**config.mk**
```make
export PLATFORM = sky130hd
export DESIGN_NAME = mem_access_unit
export DESIGN_NICKNAME = d
export VERILOG_FILES = /design/src/rtl/mem_pkg.sv /design/src/rtl/lane_merge.sv /design/src/rtl/mem_access_unit.sv
export SDC_FILE = /design/constraint.sdc
export NUM_CORES = 1
export LEC_CHECK = 0
export ABC_AREA = 1
export CAP_MARGIN = 20
export CORE_MARGIN = 5
export CORE_UTILIZATION = 50
export CTS_CLUSTER_SIZE = 8
export DETAILED_ROUTE_END_ITERATION = 12
export PLACE_DENSITY = 0.86
export SLEW_MARGIN = 20
export SYNTH_ARGS = -nofsm -noshare
export SYNTH_HDL_FRONTEND = slang
export SYNTH_SLANG_ARGS = --single-unit
```
**constraint.sdc**
```tcl
create_clock -name clock -period 2.5 [get_ports clock]
set_input_delay 0.5 -clock clock [delete_from_list [all_inputs] [get_ports clock]]
set_output_delay 0.5 -clock clock [all_outputs]
set_load 0.01 [all_outputs]
```
**src/rtl/mem_pkg.sv**
```systemverilog
// Shared encodings for the load/store initiator: access sizes, FSM states,
// the latched request record and the alignment rule.
package mem_pkg;

  localparam int STROBE_PERIOD_DEF = 10;

  localparam logic [1:0] SZ_BYTE = 2'b00;
  localparam logic [1:0] SZ_HALF = 2'b01;
  localparam logic [1:0] SZ_WORD = 2'b10;
  localparam logic [1:0] SZ_RSVD = 2'b11;

  typedef enum logic [2:0] {
    ST_IDLE,
    ST_RD,
    ST_CAP,
    ST_WR,
    ST_DONE
  } state_t;

  // Only the low address bits are needed after accept; the word index is
  // registered straight onto the memory address bus.
  typedef struct packed {
    logic       we;
    logic [1:0] size;
    logic       uns;
    logic [1:0] lane;
    logic [31:0] wdata;
  } req_t;

  // Reserved size, odd half, or word not on a 4-byte boundary.
  function automatic logic is_misaligned(input logic [1:0] size, input logic [1:0] a);
    case (size)
      SZ_BYTE: is_misaligned = 1'b0;
      SZ_HALF: is_misaligned = a[0];
      SZ_WORD: is_misaligned = (a != 2'b00);
      default: is_misaligned = 1'b1;
    endcase
  endfunction

endpackage

```
**src/rtl/lane_merge.sv**
```systemverilog
// Combinational lane handling: pulls a byte/half out of a memory word and
// extends it for loads, and splices store data into a word for read-modify-write.
module lane_merge
  import mem_pkg::*;
(
  input  logic [31:0] rword,
  input  logic [1:0]  lane,
  input  logic [1:0]  size,
  input  logic        uns,
  input  logic [31:0] wdata,
  output logic [31:0] load_data,
  output logic [31:0] merged
);

  logic [7:0]  byte_sel;
  logic [15:0] half_sel;

  // Little-endian lane select; lane 0 is bits [7:0].
  always_comb begin
    byte_sel = rword[{lane, 3'b000} +: 8];
    half_sel = lane[1] ? rword[31:16] : rword[15:0];
  end

  // Zero- or sign-extend the selected lane to a full word.
  always_comb begin
    case (size)
      SZ_BYTE: load_data = uns ? {24'h0, byte_sel} : {{24{byte_sel[7]}}, byte_sel};
      SZ_HALF: load_data = uns ? {16'h0, half_sel} : {{16{half_sel[15]}}, half_sel};
      default: load_data = rword;
    endcase
  end

  // Overwrite only the addressed lane, keep the rest of the read word.
  always_comb begin
    merged = rword;
    case (size)
      SZ_BYTE: merged[{lane, 3'b000} +: 8] = wdata[7:0];
      SZ_HALF: begin
        if (lane[1]) merged[31:16] = wdata[15:0];
        else         merged[15:0]  = wdata[15:0];
      end
      default: merged = wdata;
    endcase
  end

endmodule

```
**src/rtl/mem_access_unit.sv**
```systemverilog
// Load/store initiator: turns one byte-addressed CPU access into word
// commands held for a full strobe window, since the memory only acts on one
// unknown cycle per STROBE_PERIOD. Sub-word stores go read-modify-write.
module mem_access_unit
  import mem_pkg::*;
#(
  parameter int STROBE_PERIOD = STROBE_PERIOD_DEF,
  parameter int ADDR_W        = 32
) (
  input  logic              clock,
  input  logic              reset,
  input  logic              cpu_req,
  input  logic              cpu_we,
  input  logic [1:0]        cpu_size,
  input  logic              cpu_unsigned,
  input  logic [ADDR_W-1:0] cpu_addr,
  input  logic [31:0]       cpu_wdata,
  output logic              cpu_busy,
  output logic              cpu_done,
  output logic [31:0]       cpu_rdata,
  output logic              cpu_misaligned,
  output logic              memWrite,
  output logic              memRead,
  output logic [31:0]       address,
  output logic [31:0]       writeData,
  input  logic [31:0]       readData
);

  localparam int CNT_W = (STROBE_PERIOD > 1) ? $clog2(STROBE_PERIOD) : 1;
  localparam logic [CNT_W-1:0] CNT_LAST = CNT_W'(STROBE_PERIOD - 1);

  state_t           state;
  logic [CNT_W-1:0] cnt;
  req_t             req;
  logic [31:0]      load_data;
  logic [31:0]      merged;

  lane_merge u_lane (
    .rword     (readData),
    .lane      (req.lane),
    .size      (req.size),
    .uns       (req.uns),
    .wdata     (req.wdata),
    .load_data (load_data),
    .merged    (merged)
  );

  // Sequencer: accept, hold each command for exactly STROBE_PERIOD cycles,
  // capture one settle cycle later, then pulse done.
  always_ff @(posedge clock or negedge reset) begin
    if (!reset) begin
      state          <= ST_IDLE;
      cnt            <= '0;
      req            <= '0;
      cpu_busy       <= 1'b0;
      cpu_done       <= 1'b0;
      cpu_rdata      <= '0;
      cpu_misaligned <= 1'b0;
      memWrite       <= 1'b0;
      memRead        <= 1'b0;
      address        <= '0;
      writeData      <= '0;
    end else begin
      cpu_done <= 1'b0;
      case (state)
        ST_IDLE: begin
          if (cpu_req) begin
            req.we    <= cpu_we;
            req.size  <= cpu_size;
            req.uns   <= cpu_unsigned;
            req.lane  <= cpu_addr[1:0];
            req.wdata <= cpu_wdata;
            cpu_busy  <= 1'b1;
            cnt       <= '0;
            if (is_misaligned(cpu_size, cpu_addr[1:0])) begin
              // Rejected: no memory command, load result left untouched.
              cpu_misaligned <= 1'b1;
              cpu_done       <= 1'b1;
              state          <= ST_DONE;
            end else begin
              cpu_misaligned <= 1'b0;
              address        <= 32'(cpu_addr >> 2);
              if (cpu_we && cpu_size == SZ_WORD) begin
                writeData <= cpu_wdata;
                memWrite  <= 1'b1;
                state     <= ST_WR;
              end else begin
                // Loads and sub-word stores both start with a read.
                memRead <= 1'b1;
                state   <= ST_RD;
              end
            end
          end
        end
        ST_RD: begin
          if (cnt == CNT_LAST) begin
            cnt     <= '0;
            memRead <= 1'b0;
            state   <= ST_CAP;
          end else begin
            cnt <= cnt + 1'b1;
          end
        end
        ST_CAP: begin
          // The strobe may have hit the last RD edge; readData is stable now.
          if (!req.we) begin
            cpu_rdata <= load_data;
            cpu_done  <= 1'b1;
            state     <= ST_DONE;
          end else begin
            writeData <= merged;
            memWrite  <= 1'b1;
            state     <= ST_WR;
          end
        end
        ST_WR: begin
          if (cnt == CNT_LAST) begin
            cnt      <= '0;
            memWrite <= 1'b0;
            cpu_done <= 1'b1;
            state    <= ST_DONE;
          end else begin
            cnt <= cnt + 1'b1;
          end
        end
        ST_DONE: begin
          cpu_busy <= 1'b0;
          state    <= ST_IDLE;
        end
        default: begin
          cpu_busy <= 1'b0;
          memRead  <= 1'b0;
          memWrite <= 1'b0;
          state    <= ST_IDLE;
        end
      endcase
    end
  end

endmodule

```
==> results of run 1 <==
-- flip-flops by register name (all words and copies together) (netlist names) --
name,count
req,38
memRead,1
cpu_misaligned,1
memWrite,1
address,30
state,3
cpu_done,1
cnt,4
cpu_busy,1
writeData,32
cpu_rdata,32
-- worst max-delay path, stage by stage (launching register included) --
cell	delay, ps
dfrtp_2	640
nor2_4	340
nand2_1	140
inv_2	150
nand2_1	80
nand3_1	90
nand2_2	260
a21boi_0	300
-- power by group through the flow --
stage / combinational [mW] / clock (mW) / sequential [mW]
after floorplan: 3.80 / 0 / 4.49
after global placement: 6.76 / 0 / 4.31
after detailed placement: 6.95 / 0 / 4.31
after CTS: 7.03 / 2.64 / 4.33
after global routing: 7.77 / 2.73 / 4.47
final: 7.04 / 2.63 / 4.35
-- metrics by stage --
stage | hold slack (ps) | std cells | instance area (µm²) | worst slack [ps]
final | -21.5 | 1593 | 10900 | 382
after CTS | 1.47 | 1593 | 10900 | 455
after global placement | 447 | 1561 | 10300 | 436
after floorplan | 204 | 1174 | 8130 | 545
after detailed placement | 453 | 1561 | 10300 | 310
after global routing | 19.7 | 1593 | 10900 | 260
-- Yosys cell counts, types with 9 or more instances --
cell / number
inv_1: 82
nand3_1: 64
o21ai_0: 59
buf_2: 24
nor2_1: 83
nand2_1: 538
dfrtp_1: 144
a21boi_2: 10
clkbuf_1: 15
nand4_1: 11
o21ai_1: 9
a21oi_1: 44
or2_2: 25
-- layer usage --
| metal | track usage, % | share of wire, % | wire length (µm) |
|---|---|---|---|
| met1 | 36.3 | 40 | 10700 |
| met2 | 45.4 | 46 | 12100 |
| met3 | 7.96 | 10 | 2730 |
| met4 | 12.9 | 4.0 | 1070 |
| met5 | 0 | 0 | 0 |
-- worst paths after layout --
path                                                  end  depth (start not counted)
worst min register to register        req[31]$_DFFE_PN0P_                          2
worst max register to register  cpu_rdata[16]$_DFFE_PN0P_                          7
worst max-delay path            cpu_rdata[16]$_DFFE_PN0P_                          7
worst min-delay path             cpu_rdata[8]$_DFFE_PN0P_                          1
max in group asynchronous              cnt[0]$_DFFE_PN0P_                          2
min in group clock                    req[31]$_DFFE_PN0P_                          2
-- cell families (layout without fill, tap and decap cells) --
| logic type | count (synthesis) | count (layout) | synth area share (%) |
|---|---|---|---|
| other cells | 1 | 2 | 0.0462 |
| simple gates | 737 | 737 | 37.0 |
| compound gates | 139 | 139 | 9.80 |
| flops | 144 | 144 | 44.4 |
| buf+inv | 147 | 350 | 8.02 |
| fa+ha+maj | 5 | 5 | 0.770 |
-- layout make-up --
type	count	share of cell area [%]
well taps	216	2.47
inverters	92	3.16
multi-input cells	883	35.4
flip-flops and latches	144	33.0
clock inverters	11	1.19
repair buffers	226	20.4
clock buffers	21	4.40
==> results.md, run 1 <==
- Outcome: finished with violations
- Violated checks: hold timing
- NetSw: 5.94 mW
- Cells after Synth: 1173
- Critical Path AT: 2450 ps
- Register-to-Register Setup Slack: 380 ps
- Peak Freq: 472 MHz
- Yosys top cell area share: 44.4%
- Iteration-0 DRC Markers: 808
- Setup CP Type: reg -> reg
- Beginning of the critical path: req[36]$_DFFE_PN0P_
- Global-route wire length before repair: 42000 µm
- Post-route clock skew: 6.53 ps
- Die Y: 137 µm
- Clock power share: 18.7%
- Via count: 8463
- Drt pass-1 iters: 5
- Final setup viols: 0
- Synth Register Bits: 144
- DRT Wirelength: 26700 µm
- Max-slew violation count: 0
- Net Sw Frac: 42.3%
- Period utilization: 84.7%
- Final hold slack: -21.5 ps
- CP required: 2830 ps
- Clock buffer depth: 2
- CTS Buf Count: 17
- Crit path max fanout: 29
- Register clock-pin slew on the reported worst setup and hold paths: 60 ps
- Multi-input logic area: 3870 µm²
- Hold WC Path Type: in -> async
- IO Count: 204
- Initial antenna violation count: 0
- Pwr Total: 14.0 mW
- Register area share after synthesis: 44.4%
- RSZ-0062 raised after global routing: no
- DR DRC count: 0
- Yosys cell types: 33
- Clock sink count: 144
- Fin. Hold Viols: 11
- TNS Setup: 0 ps
- Synth area leader: dfrtp_1
- Post-CTS Resized: 0
- Average size of a mapped cell: 6.93 µm²
- GRT overflow: 0
- Static Leakage: 5.50 nW
- Syn Std Cell Area: 8120 µm²
- Min cycle time layout: 2120 ps
- Pwr Density: 1280 nW/µm²
- Cell chosen for the clock root: clkbuf_16
- Startpoint Class: register
- Worst-skew pair later-pin latency: 430 ps
- Die area: 18900 µm²
- Synth Warn #: 0
- DR WL/cell: 16.7 µm
- Final Core Density: 68.8%
- Comb power frac: 50.2%
- Max cap viols: 0
- CTS tree: done
- Htree depth: 4
- Initial Util: 51.1%
- Sequential share of power: 31.0%
- Port Buf Inserts: 201
- Die Wd: 137 µm
- Cell Rows: 46
- Prevailing post-synth register cell: dfrtp_1
- Via/cell ratio: 5.31
- VDD IR max: 0.668 mV
- Final Net Count: 1472
- DRT antenna net count: 0
- Post-synth EDFFs: 0
- FF/Latch Area: 3600 µm²
- Commonest cells after routing, fill and taps aside: nand2_1 (538), clkdlybuf4s50_1 (200), dfrtp_1 (143)
- GRT Resource Usage Total: 28.6%
- Fraction of registers with async set/reset: 100%
- Worst Tran Pin Value: 630 ps
- Leading cell type in the layout, fill and taps excluded: nand2_1
- Largest net degree at the start of global routing: 55
- Reg2reg start: req[36]$_DFFE_PN0P_
- Post-cts hold buffer count: 0
- Ratio of cells with drive above 1 in the final layout: 8.57%
- Slew HR: 58.0%
- ANT cells: 0
- Int Pwr: 8.08 mW
- Hpwl dp: 19300 µm
- Critical Path End Type: register
- Core Region: 15900 µm²
- Fill count: 1326
- Postcts setup bufs: 0
- Final GP Congestion: 0.984
- Area grow syn2layout: 34.5%
- Number of global-route vias before repair: 8135
- Top post-synthesis cells by area: dfrtp_1 (44%), nand2_1 (25%), nand3_1 (3.9%)
Note: power is estimated with default switching activity, not from simulation.
==> run 2, diff against run 1 <==
==> constraint.sdc (replaced) <==
create_clock -name clock -period 2.05 [get_ports clock]
set_input_delay 0.41 -clock clock [delete_from_list [all_inputs] [get_ports clock]]
set_output_delay 0.41 -clock clock [all_outputs]
set_load 0.01 [all_outputs]
==> results.md, run 2 (synthesis gave the netlist of run 1 again) <==
- DR DRC count: 0 (unchanged)
- Via count: 8507 (was 8463)
- Beginning of the critical path: req[33]$_DFFE_PN0P_ (was req[36]$_DFFE_PN0P_)
- CTS Buf Count: 17 (unchanged)
- Register clock-pin slew on the reported worst setup and hold paths: 60 ps (about the same)
- Clock buffer depth: 2 (unchanged)
- GRT overflow: 0 (unchanged)
- Final setup viols: 0 (unchanged)
- Startpoint Class: register (unchanged)
- Initial antenna violation count: 0 (unchanged)
- Setup CP Type: reg -> reg (unchanged)
- Setup crit end: writeData[15]$_DFFE_PN0P_ (was cpu_rdata[16]$_DFFE_PN0P_)
- Global-route wire length before repair: 42500 µm (was 42000 µm)
- Worst-skew pair later-pin latency: 430 ps (about the same)
- Ratio of cells with drive above 1 in the final layout: 9.55% (was 8.57%)
- Initial Util: 51.1% (unchanged)
- Period utilization: 93.1% (was 84.7%)
- Port Buf Inserts: 201 (unchanged)
- Slew HR: 63.4% (was 58.0%)
- Number of global-route vias before repair: 8303 (was 8135)
- Final GP Congestion: 0.964 (was 0.984)
- Iteration-0 DRC Markers: 985 (was 808)
- Hpwl dp: 19700 µm (was 19300 µm)
- Critical Path End Type: register (unchanged)
- Max reg flops: 38 (unchanged)
- Htree depth: 4 (unchanged)
- ANT cells: 0 (unchanged)
- VDD IR max: 0.961 mV (was 0.668 mV)
- RSZ-0062 raised after global routing: no (unchanged)
- CP required: 2400 ps (was 2830 ps)
- Top Registers: req (38), cpu_rdata (32), writeData (32) (unchanged)
- Cell chosen for the clock root: clkbuf_16 (unchanged)
- Pwr Total: 17.5 mW (was 14.0 mW)
- Max-slew violation count: 0 (unchanged)
- Min cycle time layout: 1910 ps (was 2120 ps)
- Drt pass-1 iters: 6 (was 5)
- GRT Resource Usage Total: 29.1% (was 28.6%)
- Reg2reg start: req[33]$_DFFE_PN0P_ (was req[36]$_DFFE_PN0P_)
- Final hold slack: 474 ps (was -21.5 ps)
- IO Count: 204 (unchanged)
- Post-route clock skew: 7.82 ps (was 6.53 ps)
- Die Wd: 137 µm (unchanged)
- Hold WC Path Type: reg -> reg (was in -> async)
- Clock sink count: 144 (unchanged)
- Critical Path AT: 2260 ps (was 2450 ps)
- Register-to-Register Setup Slack: 140 ps (was 380 ps)
- DRT antenna net count: 0 (unchanged)
- Outcome: completed (was finished with violations)
- Final Net Count: 1487 (was 1472)
- Max cap viols: 0 (unchanged)
- Die area: 18900 µm² (unchanged)
- Cell Rows: 46 (unchanged)
- Crit path max fanout: 5 (was 29)
- Worst r2r path cells: 9 (was 7)
- DR WL/cell: 16.7 µm (about the same)
- Commonest cells after routing, fill and taps aside: nand2_1 (538), clkdlybuf4s50_1 (200), dfrtp_1 (143) (unchanged)
- RR Endpoint: writeData[15]$_DFFE_PN0P_ (was cpu_rdata[16]$_DFFE_PN0P_)
- Largest net degree at the start of global routing: 53 (was 55)
- Static Leakage: 5.62 nW (was 5.50 nW)
- Core Region: 15900 µm² (unchanged)
- Area grow syn2layout: 37.3% (was 34.5%)
- Leading cell type in the layout, fill and taps excluded: nand2_1 (unchanged)
- Via/cell ratio: 5.29 (was 5.31)
- Fin. Hold Viols: 0 (was 11)
- DRT Wirelength: 26800 µm (was 26700 µm)
- Die Y: 137 µm (unchanged)
- Pwr Density: 1570 nW/µm² (was 1280 nW/µm²)
- Reg with most FFs: req (unchanged)
- Peak Freq: 524 MHz (was 472 MHz)
- CTS tree: done (unchanged)
- Worst Tran Pin Value: 549 ps (was 630 ps)
- Postcts setup bufs: 0 (unchanged)
-- run 2: cell count changes in the layout (fill, tap and decap cells not counted), sizes merged, moves of 2 or more --
| cell | previous run | this run |
|---|---|---|
| buf | 26 | 40 |
| bufinv | 2 | 4 |
| clkbuf | 21 | 17 |
| clkinvlp | 4 | 2 |
| inv | 91 | 94 |
-- run 2: cell type report --
class                   count  area, µm²
fillers                  1247       4730
well taps                 216        270
flip-flops and latches    144       3600
multi-input cells         883       3870
inverters                  92        345
clock buffers              17        425
clock inverters            15        209
repair buffers            241       2430
-- run 2: worst max-delay path: stages, from the launching register on --
cell      delay (ps)
dfrtp_1          390
clkinv_1         140
ha_1             390
nand2_1           70
nor2_1           280
buf_4            190
nand2_1           50
nand2_1           60
a21oi_1           80
o21ai_1          170
-- run 2: what timing repair did --
| item | CTS | global route |
|---|---|---|
| endpoints found under the setup margin | 0 | 1 |
| hold buffers | 1 | 0 |
| endpoints found under the hold margin | 47 | 0 |
| resized for setup | 0 | 1 |
-- run 2: how the worst min path moves through the flow --
stage	from	endpoint	slack [ps]	cells after the start
2_1_floorplan	reset	address[0]$_DFFE_PN0P_	110	0
3_3_place_gp	reset	cpu_rdata[10]$_DFFE_PN0P_	410	1
3_5_place_dp	reset	cpu_rdata[10]$_DFFE_PN0P_	410	1
4_1_cts	req[26]$_DFFE_PN0P_	req[26]$_DFFE_PN0P_	470	2
5_1_grt	req[26]$_DFFE_PN0P_	req[26]$_DFFE_PN0P_	500	2
6_report	req[26]$_DFFE_PN0P_	req[26]$_DFFE_PN0P_	470	2
-- run 2: through the flow --
stage | setup TNS, ps | cell area [µm²] | setup slack, ps | utilization, % | cells
finish | 0 | 11200 | 142 | 70.2 | 1608
global route | 0 | 11200 | 26.6 | 70.2 | 1608
CTS | 0 | 11200 | 195 | 70.2 | 1608
detailed placement | -13.1 | 10500 | -13.1 | 66.2 | 1575
global placement | 0 | 10500 | 62.2 | 66.2 | 1575
floorplan | 0 | 8130 | 94.8 | - | 1174
-- run 2: layer usage --
metal,share of wire [%],GRT usage (%)
met1,39,37.0
met2,47,47.1
met3,11,8.33
met4,3.3,11.1
met5,0,0
-- run 2: power breakdown --
part | total [mW] | switching [mW] | internal (mW)
logic | 8.84 | 4.93 | 3.90
registers | 5.28 | 1.05 | 4.23
clock network | 3.38 | 1.33 | 2.06
